### config.mk
export PLATFORM = sky130hd
export DESIGN_NAME = bram_lsu_bridge
export DESIGN_NICKNAME = d
export VERILOG_FILES = /design/src/rtl/bram_lsu_pkg.sv /design/src/rtl/bram_be_merge.sv /design/src/rtl/bram_lsu_bridge.sv
export SDC_FILE = /design/constraint.sdc
export NUM_CORES = 1
export LEC_CHECK = 0
export ABC_AREA = 1
export BUFFER_PORTS_ARGS = -buffer_cell sky130_fd_sc_hd__buf_2
export CAP_MARGIN = 40
export CORE_ASPECT_RATIO = 1.1
export CORE_UTILIZATION = 30
export DETAILED_ROUTE_END_ITERATION = 6
export GPL_ROUTABILITY_DRIVEN = 0
export MAX_ROUTING_LAYER = met4
export RECOVER_POWER = 50
export SETUP_SLACK_MARGIN = 0.15
export SYNTH_ARGS = -nofsm -noshare
export SYNTH_HDL_FRONTEND = slang
export SYNTH_SLANG_ARGS = --single-unit
### constraint.sdc
create_clock -name clk -period 2.9 [get_ports clk]
set_input_delay 0.145 -clock clk [delete_from_list [all_inputs] [get_ports clk]]
set_output_delay 0.145 -clock clk [all_outputs]
set_load 0.005 [all_outputs]
### src/rtl/bram_lsu_pkg.sv
// Shared types and constants for the LSU-to-BRAM bridge: FSM states, latencies
// and the word-to-slot address mapping.
package bram_lsu_pkg;

  typedef enum logic [3:0] {
    IDLE,
    RD_LO,
    RD_HI,
    RD_WAIT,
    CAP_LO,
    CAP_HI,
    WR_LO,
    WR_HI,
    DONE
  } state_t;

  localparam int unsigned WORD_W = 11;  // word index width inside the 8 KiB window
  localparam int unsigned SLOT_W = 12;  // halfword slot index width (4K slots)
  localparam int unsigned RAM_AW = 14;

  localparam int unsigned RD_LAT      = 2;
  localparam int unsigned LAT_ERR     = 1;
  localparam int unsigned LAT_LD      = 5;
  localparam int unsigned LAT_ST_FULL = 3;
  localparam int unsigned LAT_ST_RMW  = 8;

  // Word w lives in slots 2w (lo) and 2w+1 (hi); the RAM wants the slot in ad[13:2].
  function automatic logic [RAM_AW-1:0] slot_ad(input logic [WORD_W-1:0] word, input logic hi);
    return {word, hi, 2'b00};
  endfunction

endpackage

### src/rtl/bram_be_merge.sv
// Combinational byte-lane merge: each byte of the result comes from new_data
// when its enable is set, otherwise from old_data.
module bram_be_merge (
  input  logic [31:0] old_data,
  input  logic [31:0] new_data,
  input  logic [3:0]  be,
  output logic [31:0] merged
);

  always_comb begin
    merged = '0;
    for (int unsigned i = 0; i < 4; i++) begin
      merged[8*i +: 8] = be[i] ? new_data[8*i +: 8] : old_data[8*i +: 8];
    end
  end

endmodule

### src/rtl/bram_lsu_bridge.sv
// Bridges 32-bit LSU word loads/stores onto port A of a 4K x 16 Gowin_DPB,
// using two halfword accesses per word and read-modify-write for partial stores.
module bram_lsu_bridge
  import bram_lsu_pkg::*;
#(
  parameter int ADDR_W  = 13,
  parameter int BRAM_AW = 14
) (
  input  logic               clk,
  input  logic               rst_n,
  input  logic               req_valid,
  output logic               req_ready,
  input  logic               req_we,
  input  logic [ADDR_W-1:0]  req_addr,
  input  logic [31:0]        req_wdata,
  input  logic [3:0]         req_be,
  output logic               resp_valid,
  output logic               resp_err,
  output logic [31:0]        resp_rdata,
  output logic               bram_reset,
  output logic               bram_ce,
  output logic               bram_oce,
  output logic               bram_wre,
  output logic [BRAM_AW-1:0] bram_ad,
  output logic [15:0]        bram_din,
  input  logic [15:0]        bram_dout,
  output logic [2:0]         bram_blksel
);

  state_t            state;
  logic              we_q;
  logic              err_q;
  logic [ADDR_W-3:0] word_q;
  logic [31:0]       wdata_q;
  logic [3:0]        be_q;
  logic [15:0]       cap_lo;
  logic [15:0]       cap_hi;
  logic [31:0]       merged;

  assign bram_reset  = ~rst_n;
  assign bram_oce    = 1'b1;
  assign bram_blksel = 3'b000;

  bram_be_merge u_merge (
    .old_data ({cap_hi, cap_lo}),
    .new_data (wdata_q),
    .be       (be_q),
    .merged   (merged)
  );

  // Bus outputs are loaded on the edge entering a state, so each RD_*/WR_* state
  // presents its access for its whole cycle and the RAM samples it at the state's exit.
  always_ff @(posedge clk or negedge rst_n) begin
    if (!rst_n) begin
      state      <= IDLE;
      req_ready  <= 1'b1;
      resp_valid <= 1'b0;
      resp_err   <= 1'b0;
      resp_rdata <= '0;
      bram_ce    <= 1'b0;
      bram_wre   <= 1'b0;
      bram_ad    <= '0;
      bram_din   <= '0;
      we_q       <= 1'b0;
      err_q      <= 1'b0;
      word_q     <= '0;
      wdata_q    <= '0;
      be_q       <= '0;
      cap_lo     <= '0;
      cap_hi     <= '0;
    end else begin
      resp_valid <= 1'b0;
      resp_err   <= 1'b0;
      resp_rdata <= '0;
      bram_ce    <= 1'b0;
      bram_wre   <= 1'b0;
      case (state)
        IDLE: begin
          if (req_valid) begin
            req_ready <= 1'b0;
            we_q      <= req_we;
            word_q    <= req_addr[ADDR_W-1:2];
            wdata_q   <= req_wdata;
            be_q      <= req_be;
            err_q     <= (req_addr[1:0] != 2'b00);
            if (req_addr[1:0] != 2'b00) begin
              state <= DONE;
            end else if (!req_we || (req_be != 4'b0000 && req_be != 4'b1111)) begin
              state   <= RD_LO;
              bram_ce <= 1'b1;
              bram_ad <= slot_ad(req_addr[ADDR_W-1:2], 1'b0);
            end else if (req_be == 4'b1111) begin
              state    <= WR_LO;
              bram_ce  <= 1'b1;
              bram_wre <= 1'b1;
              bram_ad  <= slot_ad(req_addr[ADDR_W-1:2], 1'b0);
              bram_din <= req_wdata[15:0];
            end else begin
              state <= DONE;
            end
          end
        end
        RD_LO: begin
          state   <= RD_HI;
          bram_ce <= 1'b1;
          bram_ad <= slot_ad(word_q, 1'b1);
        end
        RD_HI:   state <= RD_WAIT;
        RD_WAIT: begin
          state  <= CAP_LO;
          cap_lo <= bram_dout;
        end
        CAP_LO: begin
          state  <= CAP_HI;
          cap_hi <= bram_dout;
        end
        CAP_HI: begin
          if (we_q) begin
            state    <= WR_LO;
            bram_ce  <= 1'b1;
            bram_wre <= 1'b1;
            bram_ad  <= slot_ad(word_q, 1'b0);
            bram_din <= merged[15:0];
          end else begin
            // Loads complete straight from here; the response cycle is spent in IDLE.
            state      <= IDLE;
            req_ready  <= 1'b1;
            resp_valid <= 1'b1;
            resp_rdata <= {cap_hi, cap_lo};
          end
        end
        WR_LO: begin
          // With be=1111 the merge returns wdata_q unchanged, so both store kinds share this path.
          state    <= WR_HI;
          bram_ce  <= 1'b1;
          bram_wre <= 1'b1;
          bram_ad  <= slot_ad(word_q, 1'b1);
          bram_din <= merged[31:16];
        end
        WR_HI:   state <= DONE;
        DONE: begin
          state      <= IDLE;
          req_ready  <= 1'b1;
          resp_valid <= 1'b1;
          resp_err   <= err_q;
        end
        default: begin
          state     <= IDLE;
          req_ready <= 1'b1;
        end
      endcase
    end
  end

endmodule

==> results of run 1 <==
[cells in the mapped netlist (3+ instances only)]
cell type  instances  area (sq um)
buf_2             14          70.1
buf_4             14           105
buf_6              3          33.8
clkbuf_1          16          60.1
dfrtp_1          149          3730
inv_1             64           240
inv_2              5          18.8
nand2_1          344          1290
nand3_1           64           320
nor2_1            48           180
o211ai_1           3          22.5
o21ai_0           69           345
o21ai_1            3          15.0
[worst min path at each step]
stage	endpoint
floorplan	be_q[0]
global placement	bram_ad[11]
detailed placement	bram_ad[11]
CTS	cap_lo[15]
global route	cap_hi[15]
finish	cap_lo[15]
[kinds of logic after synthesis]
logic type	after synthesis
simple gates	465
flops	150
buf+inv	117
compound gates	79
other cells	2
[layout by cell type, fill, tap and decap left out, types with 17 or more instances in the layout]
cell type	count
clkbuf_16	17
nand2_1	344
clkbuf_1	43
nor2_1	49
dlygate4sd3_1	48
dfrtp_1	149
o21ai_0	69
inv_1	64
buf_2	94
nand3_1	64
[per-stage QoR]
stage / instance area [sq um] / util [%] / std cells / setup WS (ns)
after floorplan: 6620 / - / 817 / 1.49
after global placement: 7450 / 34.8 / 1203 / 0.949
after detailed placement: 7490 / 34.9 / 1205 / 0.959
after CTS: 8560 / 39.9 / 1285 / 0.954
after global routing: 8500 / 39.7 / 1285 / 0.497
final: 8500 / 39.7 / 1285 / 0.752
[routing by layer]
metal / GRT usage (%) / share of wire [%]
met3: 2.69 / 4.5
met1: 23.8 / 47
met2: 26.8 / 46
met4: 7.45 / 2.0
met5: - / 0
[flip-flops by register name, summed over array words and instances (netlist names), 11 cells and up]
register	cells
bram_ad	12
bram_din	16
cap_hi	16
cap_lo	16
resp_rdata	32
wdata_q	32
word_q	11
[tightest hold or removal path, delay by kind of cell]
| family | cells | cell delay, ns |
|---|---|---|
| buffers and inverters | 2 | 0.17 |
| AO/OA/AOI/OAI | 1 | 0.08 |
[final cells by class]
cell class | instances | area share (%)
tap | 290 | 4.27
sequential | 150 | 44.2
multi-input combinational | 550 | 27.4
inverter | 70 | 3.11
clock inverter | 14 | 1.94
timing repair buffer | 193 | 14.1
clock buffer | 18 | 5.05
[power groups by stage]
| stage | Clock, mW | Sequential (mW) | Combinational (mW) |
|---|---|---|---|
| after floorplan | 0 | 3.29 | 1.72 |
| after global placement | 0 | 3.47 | 2.30 |
| after detailed placement | 0 | 3.49 | 2.38 |
| after global routing | 2.38 | 3.58 | 2.78 |
| after CTS | 2.28 | 3.46 | 2.43 |
| final | 2.23 | 3.46 | 2.35 |
==> results.ini, run 1 <==
[outcome]
status=finished, final reports clean

[worst_setup_path]
ff2ff_path_depth=7
slowest_stage=clkbuf_1
crit_family=buffers and inverters
critPathBufInv=2
endpoint=state[2]
worstSetupStartpointType=register
cp.arrival_ns=2.46
critical_path_depth=7
reg2reg_slack_ns=0.75
critPathKind=reg2reg
timing.rr.start=state[0]
reg2reg_to=state[2]
max_stage_delay_ns=0.93
required_ns=3.21
cp_max_fo=33
path_cells=nand2_1, inv_1, nand2_1, clkbuf_1, o211ai_1, nor2_1, nor2_1
critPathLaunch=state[0]
worst_setup_path_end_kind=register

[drt]
drt_pass1_iterations=7
vias_per_cell=4.36
routed_wl_um=18200
via_count=5605
drt_iter0_drc=457
wl_per_cell_um=14.2
drc_errors=0
antenna_left=0

[timing]
max_freq_mhz=465
clock_skew_ns=0.00998
setup-tns-final_ns=0
period_minus_slack_ns=2.15
period_share_pct=74.1
setup_viol=0
finalHoldViolations=0
max-slew-margin-rel_pct=15.6
rsz0062_at_grt=false
tightest_slew_ns=1.27
whs_ns=0.0133
slew_violations=0

[grt]
antenna_found_initial=0
grt_pass1_vias=5527
grt_util_all_layers_pct=17.7
grt_pass1_wl_um=29500
grt_overflow=0
grt_max_degree=73

[cts]
clk_pin_slew_ns=0.06
cts_resized=0
tritoncts=built
htreeDepth=4
cts_hold_buf=48
cts_setup_buffers=0
cts_buffers=17
clk_latency_ns=0.43
clock_tree.root_cell=clkbuf_16
clock-sinks=150
clockBufferDepth=2

[final_layout]
antenna_cells=0
drive_gt1_share_pct=15.0
area_growth_pct=28.8
multi_input_area_sq_um=2330
seqCellArea_sq_um=3750
fillerInstances=2257
final_nets=1051

[pwr]
clock_power_share_pct=27.7
p_int_mw=5.06
ir_worst_vdd_uv=443
power_density_nw_per_um2=946
p_leak_nw=4.57
p_sw_mw=2.99
finalPower_mw=8.04
p_comb_share_pct=29.2
swShare_pct=37.1
power_frac_seq_pct=43.1

[logic_synthesis]
yosysWarnings=0
synth-edff-count=0
synth_top_family_by_area=simple AND/OR/NAND/NOR gates
syn_avg_cell_area_sq_um=8.12
yosysSeqAreaShare_pct=56.9
synth_compound_area_share_pct=6.29
synthMuxAreaShare_pct=0
ys.flop_type=dfrtp_1
async_flop_share_pct=100
synthCells=813
synth-simple-area-share_pct=28.6
yosysUniqueCellTypes=26
synthXorXnorAreaFrac_pct=0
synth_fa_ha_area_share_pct=0
syn_area_sq_um=6600
ys_ff_latch=150

[worst_hold_path]
min_path_type=in2reg
min_from=bram_dout[15]
hold-path-cell-count=3

[floorplan]
initial_core_util_pct=30.8
die_height_um=158
die_x_um=143
ios=141
rows=56
core_sq_um=21400
dieArea_sq_um=22600

[flow_run]
maxCapViolCount=0

[place]
io_buffers=134
dp_hpwl_um=13000

Note: power is estimated with default switching activity, not from simulation.
==> inputs of run 2 (changes only) <==
Clock period 2.9 ns to 2.25 ns, I/O delays scaled along.
==> run 2 against run 1 <==
Net effect:
- clock power rose by 24%
- setup slack got worse by 0.42 ns
- critical endpoint is now bram_reset
- register-to-register slack worse by 0.38 ns
- first-iteration DRC count decreased by 12%
- total power rose by 29%
==> results.ini, run 2 (synthesis results as in run 1) <==
[drt]
drc_errors=0  ; unchanged
wl_per_cell_um=14.2  ; about the same
routed_wl_um=18400  ; was 18200 um
vias_per_cell=4.39  ; was 4.36
drt_iter0_drc=402  ; was 457
top_layer=met4  ; unchanged
route.met2.wl_um=8770  ; was 8410 um
drt_pass1_iterations=5  ; was 7
wl_met1_um=8490  ; was 8590 um
via_count=5679  ; was 5605
met3_wirelength_um=832  ; was 813 um
antenna_left=0  ; unchanged

[cts]
tritoncts=built  ; unchanged
clockBufferDepth=2  ; unchanged
cts_setup_buffers=0  ; unchanged
clk_pin_slew_ns=0.06  ; about the same
clk_latency_ns=0.42  ; was 0.43 ns
htreeDepth=4  ; unchanged
clock_tree.root_cell=clkbuf_16  ; unchanged
clock-sinks=150  ; unchanged
cts_buffers=17  ; unchanged

[floorplan]
dieArea_sq_um=22600  ; unchanged
rows=56  ; unchanged
initial_core_util_pct=30.8  ; unchanged
core_sq_um=21400  ; unchanged
ios=141  ; unchanged
die_height_um=158  ; unchanged
die_x_um=143  ; unchanged

[timing]
tightest_slew_ns=1.22  ; was 1.27 ns
whs_ns=0.00504  ; was 0.0133 ns
max-slew-margin-rel_pct=18.8  ; was 15.6%
period_share_pct=85.3
setup-tns-final_ns=0  ; unchanged
slew_violations=0  ; unchanged
rsz0062_at_grt=false  ; unchanged
max_freq_mhz=521
clock_skew_ns=0.00793  ; was 0.00998 ns
period_minus_slack_ns=1.92
worst_slack_ns=0.331  ; was 0.752 ns
finalHoldViolations=0  ; unchanged
setup_viol=0  ; unchanged

[pwr]
power_density_nw_per_um2=1200  ; was 946 nW/um^2
p_leak_nw=4.66  ; was 4.57 nW
ir_worst_vdd_uv=568  ; was 443 uV
finalPower_mw=10.4  ; was 8.04 mW

[place]
dp_cells=1204  ; was 1205
dp_slack_ns=0.320  ; was 0.959 ns
io_buffers=134  ; unchanged
dp_hpwl_um=12900  ; was 13000 um
dpl-instance-area_sq_um=7500  ; was 7490 sq um

[worst_setup_path]
critical_path_depth=4  ; was 7
endpoint=bram_reset  ; was state[2]
slowest_stage=clkbuf_2  ; was clkbuf_1
cp_max_fo=46  ; was 33
timing.rr.start=state[1]  ; was state[0]
crit_family=buffers and inverters  ; unchanged
ff2ff_path_depth=7  ; unchanged
path_cells=dlygate4sd3_1, clkbuf_2, inv_1, buf_2  ; was nand2_1, inv_1, nand2_1, clkbuf_1, o211ai_1, nor2_1, nor2_1
worst_setup_path_end_kind=output port  ; was register
required_ns=2.14  ; was 3.21 ns
critPathLaunch=rst_n  ; was state[0]
cp.arrival_ns=1.81  ; was 2.46 ns
max_stage_delay_ns=0.89  ; was 0.93 ns
reg2reg_to=bram_din[14]  ; was state[2]
worstSetupStartpointType=primary input  ; was register
critPathKind=in2out  ; was reg2reg
reg2reg_slack_ns=0.37  ; was 0.75 ns
critPathBufInv=4  ; was 2

[final_layout]
area_growth_pct=31.2  ; was 28.8%
mostFrequentLayoutCells=nand2_1, dfrtp_1, buf_2  ; unchanged
stdcell_count=1294  ; was 1285
top_regs=resp_rdata: 32 flops, wdata_q: 32 flops  ; unchanged
fillerInstances=2240  ; was 2257
antenna_cells=0  ; unchanged
final_common_cell=nand2_1  ; unchanged
final_nets=1063  ; was 1051
final_area_sq_um=8660  ; was 8500 sq um
drive_gt1_share_pct=17.0  ; was 15.0%
fin_util_pct=40.4  ; was 39.7%

[worst_hold_path]
min_path_type=in2reg  ; unchanged
hold-path-cell-count=3  ; unchanged

[grt]
grt_util_all_layers_pct=17.8  ; was 17.7%
antenna_found_initial=0  ; unchanged
grt_pass1_wl_um=29900  ; was 29500 um
grt_max_degree=56  ; was 73
grt_pass1_vias=5693  ; was 5527
grt_overflow=0  ; unchanged

[flow_run]
maxCapViolCount=0  ; unchanged

[outcome]
status=finished, final reports clean  ; unchanged

-- run 2: routing by layer --
layer,vias to the layer above,track usage [%]
met5,-,-
met4,0,5.78
met3,24,3.48
met2,157,27.6
met1,2647,23.4
li1,2851,-
-- run 2: worst min-delay path by stage --
| stage | start | end |
|---|---|---|
| final | req_be[1] | be_q[1] |
| after global routing | req_be[2] | be_q[2] |
| after CTS | req_be[1] | be_q[1] |
| after detailed placement | rst_n | word_q[9] |
| after global placement | rst_n | bram_ce |
| after floorplan | rst_n | be_q[0] |
-- run 2: worst register-to-register path, stage by stage (launching register included) --
cell     delay (ns)
dfrtp_1        0.45
nor2_1         0.27
nand2_2        0.20
nor2_8         0.27
nand3_4        0.25
nand2_4        0.24
nand2_1        0.07
nand2_1        0.06
-- run 2: layout make-up --
type                       instances  area (sq um)  share of cell area, %
clock inverter                    10           125                   1.44
tap                              290           363                   4.19
sequential                       150          3750                   43.3
inverter                          70           264                   3.05
clock buffer                      19           443                   5.11
multi-input combinational        551          2350                   27.2
timing repair buffer             204          1360                   15.7
-- run 2: repair_timing --
item,4_1_cts,5_1_grt
endpoints found under the setup margin,0,18
hold buffers,60,0
resized for setup,0,2
endpoints found under the hold margin,121,0
-- run 2: power by group --
part	total, mW	switching (mW)	internal, mW
clock	2.76	1.11	1.65
sequential	4.47	0.731	3.74
combinational	3.16	1.96	1.20
